--- src/rtl/pool_map_buffer.sv ---
// Ping-pong feature-map buffer: captures one pooled pixel per strobe and serves whole maps over valid/ready.
// First pixel valid one cycle after the map's final write; out_ready low stalls with data held; input dropped when both banks full.
module pool_map_buffer #(
  parameter int OP    = 8,
  parameter int MAP_W = 14,
  parameter int MAP_H = 14
) (
  input  logic                 clk,
  input  logic                 reset,
  input  logic signed [OP:0]   pxl_in,
  input  logic                 pxl_valid,
  output logic signed [OP:0]   out_pxl,
  output logic                 out_valid,
  input  logic                 out_ready,
  output logic                 out_last,
  output logic                 frame_done,
  output logic                 overflow
);

  localparam int N  = MAP_W * MAP_H;
  localparam int AW = $clog2(N);
  localparam logic [AW-1:0] LAST_ADDR = AW'(N - 1);

  typedef enum logic {IDLE, STREAM} state_t;

  logic signed [OP:0] mem [2][N];

  state_t          state, state_nxt;
  logic [1:0]      bank_full;
  logic            wr_bank, rd_bank;
  logic [AW-1:0]   wr_addr, rd_addr;

  logic            wr_en, wr_wrap, rd_take, rd_wrap;
  logic [1:0]      set_mask, clr_mask;

  always_comb begin
    wr_en    = pxl_valid && !bank_full[wr_bank];
    wr_wrap  = wr_en && (wr_addr == LAST_ADDR);
    rd_take  = (state == STREAM) && out_ready;
    rd_wrap  = rd_take && (rd_addr == LAST_ADDR);
    set_mask = wr_wrap ? (2'b01 << wr_bank) : 2'b00;
    clr_mask = rd_wrap ? (2'b01 << rd_bank) : 2'b00;
  end

  // Set and clear always hit different banks: a bank being written is never full.
  always_ff @(posedge clk or negedge reset) begin
    if (!reset) begin
      bank_full  <= 2'b00;
      wr_bank    <= 1'b0;
      wr_addr    <= '0;
      rd_bank    <= 1'b0;
      rd_addr    <= '0;
      frame_done <= 1'b0;
      overflow   <= 1'b0;
    end else begin
      bank_full  <= (bank_full | set_mask) & ~clr_mask;
      frame_done <= rd_wrap;
      if (pxl_valid && bank_full[wr_bank])
        overflow <= 1'b1;
      if (wr_en) begin
        if (wr_wrap) begin
          wr_addr <= '0;
          wr_bank <= ~wr_bank;
        end else begin
          wr_addr <= wr_addr + 1'b1;
        end
      end
      if (rd_take) begin
        if (rd_wrap) begin
          rd_addr <= '0;
          rd_bank <= ~rd_bank;
        end else begin
          rd_addr <= rd_addr + 1'b1;
        end
      end
    end
  end

  always_ff @(posedge clk) begin
    if (wr_en)
      mem[wr_bank][wr_addr] <= pxl_in;
  end

  always_ff @(posedge clk or negedge reset) begin
    if (!reset)
      state <= IDLE;
    else
      state <= state_nxt;
  end

  always_comb begin
    state_nxt = state;
    case (state)
      IDLE:    if (bank_full[rd_bank]) state_nxt = STREAM;
      STREAM:  if (rd_wrap)            state_nxt = IDLE;
      default: state_nxt = IDLE;
    endcase
  end

  always_comb begin
    out_valid = (state == STREAM);
    out_last  = out_valid && (rd_addr == LAST_ADDR);
    out_pxl   = out_valid ? mem[rd_bank][rd_addr] : '0;
  end

endmodule

--- config.mk ---
export PLATFORM = sky130hd
export DESIGN_NAME = pool_map_buffer
export DESIGN_NICKNAME = d
export VERILOG_FILES = /design/src/rtl/pool_map_buffer.sv
export SDC_FILE = /design/constraint.sdc
export NUM_CORES = 2
export LEC_CHECK = 0
export CAP_MARGIN = 20
export CORE_MARGIN = 10
export CORE_UTILIZATION = 40
export CTS_CLUSTER_SIZE = 28
export DETAILED_ROUTE_END_ITERATION = 8
export GPL_ROUTABILITY_DRIVEN = 0
export RECOVER_POWER = 50
export SYNTH_ARGS = -nofsm -noshare
export SYNTH_HDL_FRONTEND = slang
export SYNTH_SLANG_ARGS = --single-unit
--- constraint.sdc ---
create_clock -name clk -period 4.4 [get_ports clk]
set_input_delay 1.32 -clock clk [delete_from_list [all_inputs] [get_ports clk]]
set_output_delay 1.32 -clock clk [all_outputs]
set_load 0.02 [all_outputs]
## After elaboration in Yosys (flattened, before gate mapping)

Memories as Yosys holds them, arrays and structs flattened.
Index checks and enable logic that the tools add are counted.

| cells by class | value |
|---|---|
| $add $sub $neg | 2 |
| $lt $le $gt $ge | 5 |
| equal/unequal tests | 2 |
| shift operators | 2 |
| mux-type cells | 19 |
| bitwise operators | 8 |
| reductions and logical operators | 10 |

Operators with widths:

| operator | number |
|---|---|
| $mux W1764 | 1 |
| $bmux W9 S8 | 1 |
| $demux W9 S8 | 1 |
| $mux W9 | 4 |
| $ge A9 B9 Y1 const B | 2 |
| $not A8 Y9 | 2 |
| $add A8 B1 Y8 const B | 2 |
| $eq A8 B8 Y1 const B | 2 |
| $mux W8 | 2 |
| $lt A9 B1 Y1 const B | 1 |
| $logic_and A1 B1 Y1 | 7 |
| $mux W1 | 7 |
| $lt A1 B2 Y1 const B | 2 |
| $mux W2 | 2 |
| $reduce_and A2 Y1 | 2 |
| $shl A1 B1 Y2 const A | 2 |
| $not A1 Y1 | 3 |
| $and A2 B2 Y2 | 1 |
| $not A2 Y2 | 1 |
| $or A2 B2 Y2 | 1 |
| $pmux W1 S2 | 1 |
| $logic_not A1 Y1 | 1 |

| word-level totals | value |
|---|---|
| register bits after elaboration | 23 |
| RAM bits | 3528 |
| input port bits | 13 |
| output and inout port bits | 13 |
| word-level logic and storage cells | 57 |
| memories kept | 1 |

Memory list:

| memory | words | bits a word | read ports | clocked after memory_dff | wr ports | line | text |
|---|---|---|---|---|---|---|---|
| mem | 2 | 1764 | 1 | 0 | 1 | 26 | `logic signed [OP:0] mem [2][N];` |

## Depth between registers and ports, before layout

| logic depth | value |
|---|---|
| depth after elaboration | 8 |
| gate-level depth with buffers | 14 |
| mapped depth without buffers | 7 |

## Worst setup path before layout

OpenSTA, ideal clock, no wires.

| timing | value |
|---|---|
| path type | reg2out |
| start | register rd_bank |
| end | output out_pxl[7] |
| arrival time | 2472 ps |
| data required time | 3080 ps |
| setup slack | 608 ps |
| cell stages (with the launch flop) | 10 |
| buffers on the path | 4 |
| path through | dfrtp_1 > buf_6 > buf_12 > buf_12 > buf_6 > mux4_2 > mux4_2 > and2_0 > o31ai_1 > a31oi_1 |

| on the way | value |
|---|---|
| longest elaborated chain between the ends | 5 |

Ends and longest elaborated chain:

| item | line | text |
|---|---|---|
| start: declaration | 30 | `logic wr_bank, rd_bank;` |
| start signal: assignment | 71 | `rd_bank <= ~rd_bank;` |
| $mem_v2 Z2 W1764 | n/a |  |
| $bmux W9 S8 | 103 | `out_pxl = out_valid ? mem[rd_bank][rd_addr] : '0;` |
| $mux W9 (not written as such) (2 in series) | 103 |  |
| $mux W9 | 103 |  |
| end: declaration | 12 | `output logic signed [OP:0] out_pxl,` |

No other way between the ends. The select of a mux whose other input is x is not followed.

## Worst setup path after layout

| timing | value |
|---|---|
| start | register rd_addr[2] |
| end | output out_pxl[1] |

| on the way | value |
|---|---|
| longest elaborated chain between the ends | 5 |

Ends and longest elaborated chain:

| item | line | text |
|---|---|---|
| start: declaration | 31 | `logic [AW-1:0] wr_addr, rd_addr;` |
| start signal: assignment | 73 | `rd_addr <= rd_addr + 1'b1;` |
| $not A8 Y9 (not written as such) | 103 |  |
| $bmux W9 S8 | 103 |  |
| $mux W9 (not written as such) (2 in series) | 103 |  |
| $mux W9 | 103 |  |

No other way between the ends. The select of a mux whose other input is x is not followed.

==> flow_summary.toml <==
[logic_synthesis]
async_reset_ff_share_pct = 0.6477
synth_top_area_cell = "edfxtp_1"
syn_nets = 6544
postSynthCellCount = 6526
yosys_warnings = 0
ys_types = 81
yosysMostFrequentCell = "edfxtp_1"
yosys-top-cells-area = "edfxtp_1, mux4_2, mux2i_1, nor2_1, a22oi_1"
synth-seq-cells = 3551
yosysSeqAreaShare_pct = 77.09
yosysTopAreaCellShare_pct = 76.67
syn_area_sq_um = 138200
avgSynthCellArea_sq_um = 21.17
synth-edff-count = 3528
synth_common_cells = "edfxtp_1, mux4_2, nor2_1, mux2i_1, nand2_1"
yosys_most_used_dff = "edfxtp_1"

[clocking]
clk_latency_ns = 0.95
clk_pin_slew_ns = 0.06
cts_tree = "yes"
root_buffer = "clkbuf_16"
hold_buffers = 0
h-tree-depth = 5
cts_sinks = 3551
numCtsBuffers = 358
cts_buffer_depth = 4

[pwr]
combinationalPowerShare_pct = 22.9
finalPower_mw = 89.34
p_sw_mw = 26.53
p_seq_share_pct = 42.1
power.internal_mw = 62.82
clkPwrFrac_pct = 34.9
switching_share_pct = 29.69
power_density_nw_per_um2 = 531.3
p_leak_nw = 53.74
ir_drop_mv = 0.4122

[place]
hpwl_mm = 282.3
port_buffers = 25
place_ws_ns = -1.105

[route]
drtIter0Drc = 10390
wire_per_inst_um = 33.22
wl_mm = 424.8
drc = 0
routed-via-count = 75090
postRouteAntennaNets = 0
vias_per_cell = 5.872
dr.pass1.iters = 8

[layout]
final_util_pct = 48.95
seq_area_sq_um = 106500
layout.nets = 7937
num-fill-cells = 27550
drive_gt1_share_pct = 36.56
multi_input_area_sq_um = 30500
syn_to_final_growth_pct = 21.70

[setup_path]
reg2reg_setup_slack_ns = 0.90
worst-path-max-fanout = 19
r2r_end = "mem[0][172]"
critPathArrivalTime_ns = 4.44
end_kind = "output pin"
required_ns = 3.08
worst_setup_path_start_kind = "flip-flop"
rr_worst_depth = 6
rr_startpoint = "wr_bank"
worst-setup-path-type = "reg -> out"

[sta]
hold_viol_final = 0
finalCritPeriodShare_pct = 130.9
fin_crit_ns = 5.759
finalSetupViolCount = 302
worstMarginPinSlew_ns = 4.123
slew_viol_final = 1489
skew_ns = 0.05085
fin_ws_ns = -1.359
rsz0062_at_grt = "yes"
fmax_ghz = 0.1736
finalSetupTns_ns = -40.45
hold_ws_ns = 0.4839
timing.slew.headroom_pct = -174.9

[global_route]
grt_pass1_wl_mm = 591.3
grt_pass1_vias = 74800
grt_usage_pct = 22.22
antenna_found_initial = 11
grt_max_degree = 141
grt_overflow = 0

[floorplan]
core_area_sq_um = 343500
die_h_um = 607.7
initial_core_util_pct = 40.22
die_w_um = 607.7
io_pins = 26
dieArea_sq_um = 369300
rows = 215

[flow_run]
cap_viol_max_count = 18

[min_path]
whs_path_depth = 1
holdPathEnd = "overflow"
min-delay-path-class = "reg -> reg"
worstHoldStart = "overflow"

[status]
outcome = "complete, but fails checks"
violations = "max-capacitance violations, max-slew violations, negative setup slack"
==> through the flow <==
stage / cell area (sq um) / instances
5_1_grt: 168100 / 12780
2_1_floorplan: 138200 / 6526
3_5_place_dp: 153100 / 11980
3_3_place_gp: 153100 / 11980
4_1_cts: 167600 / 12730
6_report: 168200 / 12790
==> cells by family after synthesis <==
logic type / Yosys count / share of synthesized area, %
compound gates: 588 / 2.995
xor+xnor: 11 / 0.06973
fa+ha+maj: 5 / 0.04528
buf+inv: 408 / 1.941
flops: 3551 / 77.09
mux: 1088 / 15.17
simple gates: 875 / 2.689
==> metal layers <==
metal  share of wire (%)  up-vias  global-route usage, %
met3                  10      927                  5.101
met4                 5.3       10                  9.514
met1                  38    39800                  30.03
li1                    -    30120                      -
met2                  46     4235                  34.75
met5               0.043        -                      0
==> worst max path at each step <==
stage / startpoint / endpoint / slack [ns] / depth (start not counted)
floorplan: rd_bank / out_pxl[7] / 0.61 / 9
global placement: rd_bank / out_pxl[3] / -1.11 / 13
detailed placement: rd_bank / out_pxl[3] / -1.11 / 13
CTS: rd_bank / out_pxl[5] / -1.38 / 13
global route: rd_bank / out_pxl[5] / -1.28 / 16
finish: rd_addr[2] / out_pxl[1] / -1.36 / 9
==> power groups by stage <==
stage	Combinational, mW	Sequential [mW]	Clock (mW)
2_1_floorplan	6.36	38.2	0
3_3_place_gp	18.5	38.3	0
3_5_place_dp	18.5	38.3	0
4_1_cts	19.6	37.6	31.6
5_1_grt	20.6	37.6	32.9
6_report	20.5	37.6	31.2
==> cells in the final DEF, fill, tap and decap left out, drive strengths merged, types with 25 or more instances in the layout <==
cell type	n
a21oi	105
a221oi	44
a22o	25
a22oi	166
a31oi	48
buf	1368
bufinv	46
clkbuf	472
clkinv	171
edfxtp	3528
mux2i	266
mux4	799
nand2	210
nand3	74
nor2	447
nor3	52
o21ai	64
o22ai	34
==> registers in the layout, indices dropped and copies added (netlist names) <==
name        cells
mem          3528
rd_addr         8
wr_addr         8
bank_full       2
frame_done      1
out_valid       1
overflow        1
rd_bank         1
wr_bank         1
==> final cells by class <==
class | count | share of cell area, %
clock buffers | 425 | 5.564
flip-flops and latches | 3551 | 63.36
clock inverters | 237 | 1.554
diodes | 9 | 0.01339
multi-input cells | 2567 | 18.14
well taps | 4557 | 3.391
inverters | 12 | 0.03274
repair buffers | 1429 | 7.949
==> critical path, cell delays in order (launching register included) <==
cell	delay [ns]
dfrtp_4	0.48
buf_4	0.26
nand2b_1	0.24
nor2_1	0.83
a2111oi_4	0.19
buf_4	0.20
nand4_1	0.27
a21oi_4	0.17
a211oi_4	0.66
buf_12	0.19
==> repair_timing <==
action	4_1_cts	5_1_grt
gates cloned	18	1
endpoints found under the setup margin	10	9
pin swaps	77	57
gates resized for setup	273	132
setup buffers	75	61
Note: power is estimated with default switching activity, not from simulation.
